$ cat config.mk
export PLATFORM = sky130hd
export DESIGN_NAME = alu8_seq_driver
export DESIGN_NICKNAME = d
export VERILOG_FILES = /design/src/rtl/alu8_seq_driver.sv
export SDC_FILE = /design/constraint.sdc
export NUM_CORES = 1
export LEC_CHECK = 0
export CAP_MARGIN = 20
export CORE_AREA = 3 3 74 76
export CTS_BUF_LIST = sky130_fd_sc_hd__clkbuf_2 sky130_fd_sc_hd__clkbuf_4 sky130_fd_sc_hd__clkbuf_8
export DETAILED_ROUTE_END_ITERATION = 8
export DIE_AREA = 0 0 77 79
export PLACE_DENSITY = 0.72
export SLEW_MARGIN = 20
export SYNTH_ARGS = -nofsm -noshare
export SYNTH_HDL_FRONTEND = slang
export SYNTH_SLANG_ARGS = --single-unit
$ cat constraint.sdc
create_clock -name clk -period 4.4 [get_ports clk]
set_input_delay 0.66 -clock clk [delete_from_list [all_inputs] [get_ports clk]]
set_output_delay 0.66 -clock clk [all_outputs]
set_load 0.005 [all_outputs]
$ cat src/rtl/alu8_seq_driver.sv
// 8-bit command driver for a 4-bit combinational ALU: sequences nibble passes and assembles results/flags.
// Optional ALU8_DRV_STATS_EN adds a cmd_count output counting completed response handshakes.
module alu8_seq_driver #(
    parameter int STAT_W = 16
) (
    input  logic       clk,
    input  logic       rst_n,
    input  logic       req_valid,
    output logic       req_ready,
    input  logic [7:0] req_a,
    input  logic [7:0] req_b,
    input  logic [2:0] req_op,
    output logic [3:0] alu_a,
    output logic [3:0] alu_b,
    output logic [2:0] alu_op,
    input  logic [3:0] alu_y,
    input  logic       alu_carry,
    input  logic       alu_overflow,
    input  logic       alu_equal,
    output logic       rsp_valid,
    input  logic       rsp_ready,
    output logic [7:0] rsp_y,
    output logic       rsp_carry,
    output logic       rsp_overflow,
    output logic       rsp_zero,
    output logic       rsp_flag
`ifdef ALU8_DRV_STATS_EN
    ,
    output logic [STAT_W-1:0] cmd_count
`endif
);

    typedef enum logic [2:0] {
        IDLE  = 3'd0,
        PASS1 = 3'd1,
        PASS2 = 3'd2,
        PASS3 = 3'd3,
        RESP  = 3'd4
    } state_t;

    localparam logic [2:0] OP_ADD = 3'b000;
    localparam logic [2:0] OP_SUB = 3'b001;
    localparam logic [2:0] OP_LT  = 3'b110;
    localparam logic [2:0] OP_EQ  = 3'b111;

    state_t      state_r;
    state_t      state_next_s;
    logic [7:0]  a_r;
    logic [7:0]  b_r;
    logic [2:0]  op_r;
    logic [3:0]  y_lo_r;
    logic [3:0]  t_r;
    logic        c0_r;
    logic        c1_r;
    logic        accept_s;
    logic        rsp_hs_s;
    logic        fin_s;
    logic [7:0]  fin_y_s;
    logic        fin_carry_s;
    logic        fin_flag_s;
    logic        fin_ovf_s;
    logic        fin_zero_s;
    logic        arith_s;
    logic        unused_s;

    // 8-bit signed overflow from operand and result sign bits
    function automatic logic signed_ovf(input logic [2:0] op, input logic a7,
                                        input logic b7, input logic y7);
        logic ovf;
        if (op == OP_ADD) begin
            ovf = (a7 == b7) && (y7 != a7);
        end else if (op == OP_SUB) begin
            ovf = (a7 != b7) && (y7 != a7);
        end else begin
            ovf = 1'b0;
        end
        return ovf;
    endfunction

    assign unused_s  = alu_overflow;
    assign req_ready = (state_r == IDLE);
    assign accept_s  = req_valid && req_ready;
    assign rsp_hs_s  = (state_r == RESP) && rsp_ready;
    assign arith_s   = (op_r == OP_ADD) || (op_r == OP_SUB);
    assign fin_ovf_s  = signed_ovf(op_r, a_r[7], b_r[7], fin_y_s[7]);
    assign fin_zero_s = arith_s && (fin_y_s == 8'h00);

    // ALU drive: a < b starts on the high nibble; the third add/sub pass fixes up the high nibble by one
    always_comb begin
        alu_a  = 4'h0;
        alu_b  = 4'h0;
        alu_op = 3'b000;
        case (state_r)
            PASS1: begin
                if (op_r == OP_LT) begin
                    alu_a  = a_r[7:4];
                    alu_b  = b_r[7:4];
                    alu_op = OP_LT;
                end else begin
                    alu_a  = a_r[3:0];
                    alu_b  = b_r[3:0];
                    alu_op = op_r;
                end
            end
            PASS2: begin
                alu_a  = a_r[7:4];
                alu_b  = b_r[7:4];
                alu_op = (op_r == OP_LT) ? OP_EQ : op_r;
            end
            PASS3: begin
                if (op_r == OP_LT) begin
                    alu_a  = a_r[3:0];
                    alu_b  = b_r[3:0];
                    alu_op = OP_LT;
                end else begin
                    alu_a  = t_r;
                    alu_b  = 4'h1;
                    alu_op = op_r;
                end
            end
            default: begin
                alu_a  = 4'h0;
                alu_b  = 4'h0;
                alu_op = 3'b000;
            end
        endcase
    end

    // Next state and final-pass result assembly
    always_comb begin
        state_next_s = state_r;
        fin_s        = 1'b0;
        fin_y_s      = 8'h00;
        fin_carry_s  = 1'b0;
        fin_flag_s   = 1'b0;
        case (state_r)
            IDLE: begin
                if (accept_s) begin
                    state_next_s = PASS1;
                end else begin
                    state_next_s = IDLE;
                end
            end
            PASS1: begin
                if ((op_r == OP_LT) && alu_equal) begin
                    fin_s      = 1'b1;
                    fin_flag_s = 1'b1;
                end else if ((op_r == OP_EQ) && !alu_equal) begin
                    fin_s = 1'b1;
                end else begin
                    state_next_s = PASS2;
                end
            end
            PASS2: begin
                case (op_r)
                    OP_ADD, OP_SUB: begin
                        // a carry out of the add low nibble, or a borrow in the sub, needs a fix-up pass
                        if ((op_r == OP_ADD) == c0_r) begin
                            state_next_s = PASS3;
                        end else begin
                            fin_s       = 1'b1;
                            fin_y_s     = {alu_y, y_lo_r};
                            fin_carry_s = alu_carry;
                        end
                    end
                    OP_LT: begin
                        if (alu_equal) begin
                            state_next_s = PASS3;
                        end else begin
                            fin_s = 1'b1;
                        end
                    end
                    OP_EQ: begin
                        fin_s      = 1'b1;
                        fin_flag_s = alu_equal;
                    end
                    default: begin
                        fin_s   = 1'b1;
                        fin_y_s = {alu_y, y_lo_r};
                    end
                endcase
            end
            PASS3: begin
                fin_s = 1'b1;
                case (op_r)
                    OP_ADD: begin
                        fin_y_s     = {alu_y, y_lo_r};
                        fin_carry_s = c1_r | alu_carry;
                    end
                    OP_SUB: begin
                        fin_y_s     = {alu_y, y_lo_r};
                        fin_carry_s = c1_r & alu_carry;
                    end
                    OP_LT: begin
                        fin_flag_s = alu_equal;
                    end
                    default: begin
                        fin_y_s = 8'h00;
                    end
                endcase
            end
            RESP: begin
                if (rsp_ready) begin
                    state_next_s = IDLE;
                end else begin
                    state_next_s = RESP;
                end
            end
            default: begin
                state_next_s = IDLE;
            end
        endcase
        if (fin_s) begin
            state_next_s = RESP;
        end else begin
            fin_y_s = fin_y_s;
        end
    end

    // State register
    always_ff @(posedge clk or negedge rst_n) begin
        if (!rst_n) begin
            state_r <= IDLE;
        end else begin
            state_r <= state_next_s;
        end
    end

    // Command latch and per-pass partial results
    always_ff @(posedge clk or negedge rst_n) begin
        if (!rst_n) begin
            a_r    <= 8'h00;
            b_r    <= 8'h00;
            op_r   <= 3'b000;
            y_lo_r <= 4'h0;
            t_r    <= 4'h0;
            c0_r   <= 1'b0;
            c1_r   <= 1'b0;
        end else if (accept_s) begin
            a_r  <= req_a;
            b_r  <= req_b;
            op_r <= req_op;
        end else if (state_r == PASS1) begin
            y_lo_r <= alu_y;
            c0_r   <= alu_carry;
        end else if (state_r == PASS2) begin
            t_r  <= alu_y;
            c1_r <= alu_carry;
        end
    end

    // Response registers, held until the handshake
    always_ff @(posedge clk or negedge rst_n) begin
        if (!rst_n) begin
            rsp_valid    <= 1'b0;
            rsp_y        <= 8'h00;
            rsp_carry    <= 1'b0;
            rsp_overflow <= 1'b0;
            rsp_zero     <= 1'b0;
            rsp_flag     <= 1'b0;
        end else if (fin_s) begin
            rsp_valid    <= 1'b1;
            rsp_y        <= fin_y_s;
            rsp_carry    <= fin_carry_s;
            rsp_overflow <= fin_ovf_s;
            rsp_zero     <= fin_zero_s;
            rsp_flag     <= fin_flag_s;
        end else if (rsp_hs_s) begin
            rsp_valid    <= 1'b0;
            rsp_y        <= 8'h00;
            rsp_carry    <= 1'b0;
            rsp_overflow <= 1'b0;
            rsp_zero     <= 1'b0;
            rsp_flag     <= 1'b0;
        end
    end

`ifdef ALU8_DRV_STATS_EN
    // Completed-command counter, wraps naturally
    always_ff @(posedge clk or negedge rst_n) begin
        if (!rst_n) begin
            cmd_count <= '0;
        end else if (rsp_hs_s) begin
            cmd_count <= cmd_count + {{(STAT_W-1){1'b0}}, 1'b1};
        end
    end
`else
    localparam int unused_stat_w = STAT_W;
`endif

endmodule

==> qor_table.md <==
| Stage | Result | Reported |
|:---|:---|:---|
| logic synthesis | FFs w/ async S/R, synth | 100% |
| place | Placed Cells incl. Taps | 293 |
| timing | Period utilization | 79.0% |
| clock network | Clock net sink count | 45 |
| place | Post-detailed-placement cell area | 0.00271 mm^2 |
| global route | Wire length of the first global-routing pass | 7.80 mm |
| clock network | Number of cells upsized or downsized after cts | 0 |
| timing | Setup repair after global routing missed its margin | false |
| clock network | CTS Hold Bufs | 0 |
| logic synthesis | Most frequent cells after synthesis | sky130_fd_sc_hd__dfrtp_1, sky130_fd_sc_hd__mux2_2, sky130_fd_sc_hd__nand2_1, sky130_fd_sc_hd__a22o_1, sky130_fd_sc_hd__nor2_1 |
| critical path | Startpoint-to-endpoint class of the critical path | reg2out |
| clock network | Buffer cell driving the clock tree root | sky130_fd_sc_hd__clkbuf_8 |
| timing | Final-report setup violation count | 0 |
| place | Post-placement setup slack | 1.27 ns |
| run | Max-cap viol count | 0 |
| layout | Nets@finish | 263 |
| logic synthesis | Cell area after technology mapping | 0.00216 mm^2 |
| power | Power density normalized to cell area | 713 mW/mm^2 |
| clock network | Number of buffers between clock root and the deepest sink | 2 |
| logic synthesis | Cell taking the most area after synthesis | sky130_fd_sc_hd__dfrtp_1 |
| run status | Result of the run | finished clean |
| timing | Final hold violation count | 0 |
| floorplan | Total Die Area | 0.00608 mm^2 |
| floorplan | Placement row count | 25 |
| critical path | Worst Reg2Reg Path Length in Cells | 5 |
| timing | Max Transition Viols Final | 0 |
| clock network | Post-CTS Setup Bufs | 0 |
| layout | Area delta synth->final | 30.2% |
| global route | Global route total overflow | 0 |
| clock network | TritonCTS clock tree | yes |
| power | Worst voltage drop across the vdd grid | 0.404 mV |
| layout | Share of layout cells above drive strength 1 | 17.6% |
| logic synthesis | Post-synthesis instance total | 184 |
| floorplan | Floorplan die height | 79 um |
| power | Power spent charging and discharging nets | 0.682 mW |
| power | Cell internal power dissipation | 1.33 mW |
| critical path | Worst flop-to-flop path startpoint | state_r[0]$_DFFE_PN0P_ |
| critical path | Kind of capture point of the worst setup path | primary output |
| route | Routed length per instance | 15.4 um |
| power | Logic gate share of total power | 44.3% |
| timing | Minimum clock period after layout | 3.48 ns |
| logic synthesis | Most frequently used cell type in the post-synthesis netlist | sky130_fd_sc_hd__dfrtp_1 |
| critical path | Critical Path Fanout Max | 15 |
| critical path | Launching instance or port of the critical path | op_r[0]$_DFFE_PN0P_ |
| floorplan | Number of I/O pins | 55 |
| place | Placed wire-length estimate | 3.34 mm |
| global route | Initial antenna violation count | 0 |
| timing | Worst rel slew slack | 35.0% |
| route | DR DRC count | 0 |
| critical path | Crit Reg-Reg Endpoint | rsp_zero$_DFFE_PN0P_ |
| route | Length of the first detailed-routing pass in iterations | 5 |
| timing | Minimum setup slack in the final design | 0.923 ns |
| logic synthesis | Synthesized flop and latch total | 45 |
| clock network | Max H-tree Level | 2 |
| place | Gp weighted congestion | 0.805 |
| power | Leakage power summed over all cells | 1.16 nW |
| clock network | Clock-pin slew of the registers on the worst-case setup and hold paths | 0.08 ns |
| clock network | Latest clock arrival within the worst-skew pair | 0.29 ns |
| timing | Final worst clock skew | 0.00658 ns |
| route | Post-detailed-routing wire length | 4.62 mm |
| worst hold path | Launch instance of the worst min-delay path | rsp_valid$_DFFE_PN0P_ |
| logic synthesis | Number of enable-type register cells in the synthesized netlist | 0 |
| layout | Antenna Cells | 0 |
| power | Power share of the clock group | 14.8% |
| logic synthesis | Total nets after synthesis | 214 |
| worst hold path | Terminating pin of the worst hold path | rsp_valid$_DFFE_PN0P_ |
| critical path | Data arrival time of the critical path | 2.82 ns |
| route | Total via count after detailed routing | 1617 |
| floorplan | Die X | 77 um |
| logic synthesis | Main flop type after synthesis | sky130_fd_sc_hd__dfrtp_1 |
| route | First DRT Iteration DRCs | 87 |
| route | Via count normalized by instance count | 5.39 |
| logic synthesis | Mean area per synthesized cell | 11.8 um^2 |
| critical path | Critical path startpoint category | flop |
| critical path | Required time of the critical path | 3.74 ns |
| global route | Pin count of the biggest net entering global routing | 46 |
| worst hold path | Min-Delay Path Depth | 1 |
| timing | Transition time at the pin with the least slew margin | 0.975 ns |
| logic synthesis | Warnings, synthesis | 0 |
| logic synthesis | Register area share after synthesis | 52.1% |
| global route | Vias in the first global route | 1660 |
| critical path | Worst reg-to-reg setup slack | 2.27 ns |
| place | Port-buffer cells | 53 |
| logic synthesis | Area share of the largest cell type after synthesis | 52.1% |
| worst hold path | Tightest Hold Check Type | reg2reg |
| layout | Final Non-Filler Cells | 300 |
| floorplan | Floorplan Core Area | 0.00479 mm^2 |
| timing | Achievable frequency | 288 MHz |
| global route | Global-route usage over all layers | 15.9% |
| logic synthesis | Number of distinct library cell variants in the gate-level netlist after synthesis | 40 |
| power | Sequential fraction of design power | 41.0% |
| layout | Post-layout instance area | 0.00282 mm^2 |
| clock network | Number of clock buffers inserted by TritonCTS | 5 |
| route | ANT nets after route | 0 |
| floorplan | Effective utilization at floorplan | 45.2% |
| logic synthesis | Largest cells by area after synthesis | sky130_fd_sc_hd__dfrtp_1, sky130_fd_sc_hd__mux2_2, sky130_fd_sc_hd__a22o_1 |
| timing | TNS Setup | 0 ns |
| power | Switching share of power | 33.9% |
-- layout by cell type (no fill, tap or decap), types with 2 or more instances in the layout --
master	count
sky130_fd_sc_hd__a22oi_1	4
sky130_fd_sc_hd__clkbuf_8	5
sky130_fd_sc_hd__nand3_1	2
sky130_fd_sc_hd__nand3b_1	2
sky130_fd_sc_hd__nor3b_1	2
sky130_fd_sc_hd__a22o_1	11
sky130_fd_sc_hd__nor3_1	2
sky130_fd_sc_hd__nand2_1	17
sky130_fd_sc_hd__nor4_1	2
sky130_fd_sc_hd__mux2_2	29
sky130_fd_sc_hd__o21ai_0	5
sky130_fd_sc_hd__clkdlybuf4s50_1	52
sky130_fd_sc_hd__a21o_1	3
sky130_fd_sc_hd__a32o_1	3
sky130_fd_sc_hd__and2_1	3
sky130_fd_sc_hd__and3_1	2
sky130_fd_sc_hd__nor3b_2	2
sky130_fd_sc_hd__a21oi_1	3
sky130_fd_sc_hd__dfrtp_1	45
sky130_fd_sc_hd__nor2b_1	5
sky130_fd_sc_hd__nor2_1	10
sky130_fd_sc_hd__xnor2_1	4
-- how the worst max path moves through the flow --
stage / end / slack, ns
5_1_grt: alu_b[2] / 0.71
3_3_place_gp: alu_b[3] / 1.30
3_5_place_dp: alu_b[3] / 1.27
4_1_cts: alu_b[3] / 0.93
2_1_floorplan: alu_b[1] / 2.21
6_report: alu_b[3] / 0.92
-- cells by family after synthesis --
group / after synthesis / synth area share (%)
muxes: 30 / 15.6
buffers and inverters: 11 / 2.72
xor gates and xnor gates: 5 / 2.02
and+or+nand+nor: 57 / 14.9
AOI/OAI and AO/OA: 36 / 12.7
DFF: 45 / 52.1
-- through the flow --
stage	hold slack (ns)	total power [mW]	util (%)
after floorplan	0.364	1.37	-
after global placement	0.461	1.70	56.7
after detailed placement	0.469	1.73	56.7
after CTS	0.487	2.03	58.9
after global routing	0.507	2.15	58.9
final	0.482	2.01	58.9
-- layout make-up --
cell class,count,area [um^2]
fillers,401,1970
flip-flops and latches,45,1130
multi-input cells,128,978
repair buffers,53,526
well taps,67,83.8
clock buffers,5,68.8
clock inverters,2,35.0
-- power by group through the flow --
stage               Combinational, mW  Sequential [mW]  Clock (mW)
floorplan                       0.639            0.729           0
global placement                0.879            0.820           0
detailed placement              0.899            0.829           0
CTS                             0.904            0.823       0.303
global route                    0.971            0.858       0.325
finish                          0.890            0.824       0.297
-- critical path, stage by stage (launching register included) --
cell                              delay (ns)
sky130_fd_sc_hd__dfrtp_1                0.54
sky130_fd_sc_hd__nand3b_1               0.32
sky130_fd_sc_hd__xnor2_1                0.17
sky130_fd_sc_hd__nor3b_1                0.71
sky130_fd_sc_hd__a22o_1                 0.28
sky130_fd_sc_hd__clkdlybuf4s50_1        0.50
-- state kept, by name, indices dropped and copies added, names as in the netlist --
register and cells:
y_lo_r 4, c1_r 1, op_r 3, b_r 8, state_r 3, rsp_zero 1
rsp_carry 1, rsp_valid 1, rsp_y 8, t_r 4, rsp_overflow 1, c0_r 1
a_r 8, rsp_flag 1
-- metal layers --
layer | wire length [um] | track usage, % | share of wire (%)
met1 | 2090 | 20.5 | 45
met2 | 2220 | 26.4 | 48
met3 | 283 | 4.65 | 6.1
met5 | 0 | 0 | 0
met4 | 29 | 3.74 | 0.63
Power figures use the tool's default switching activity.
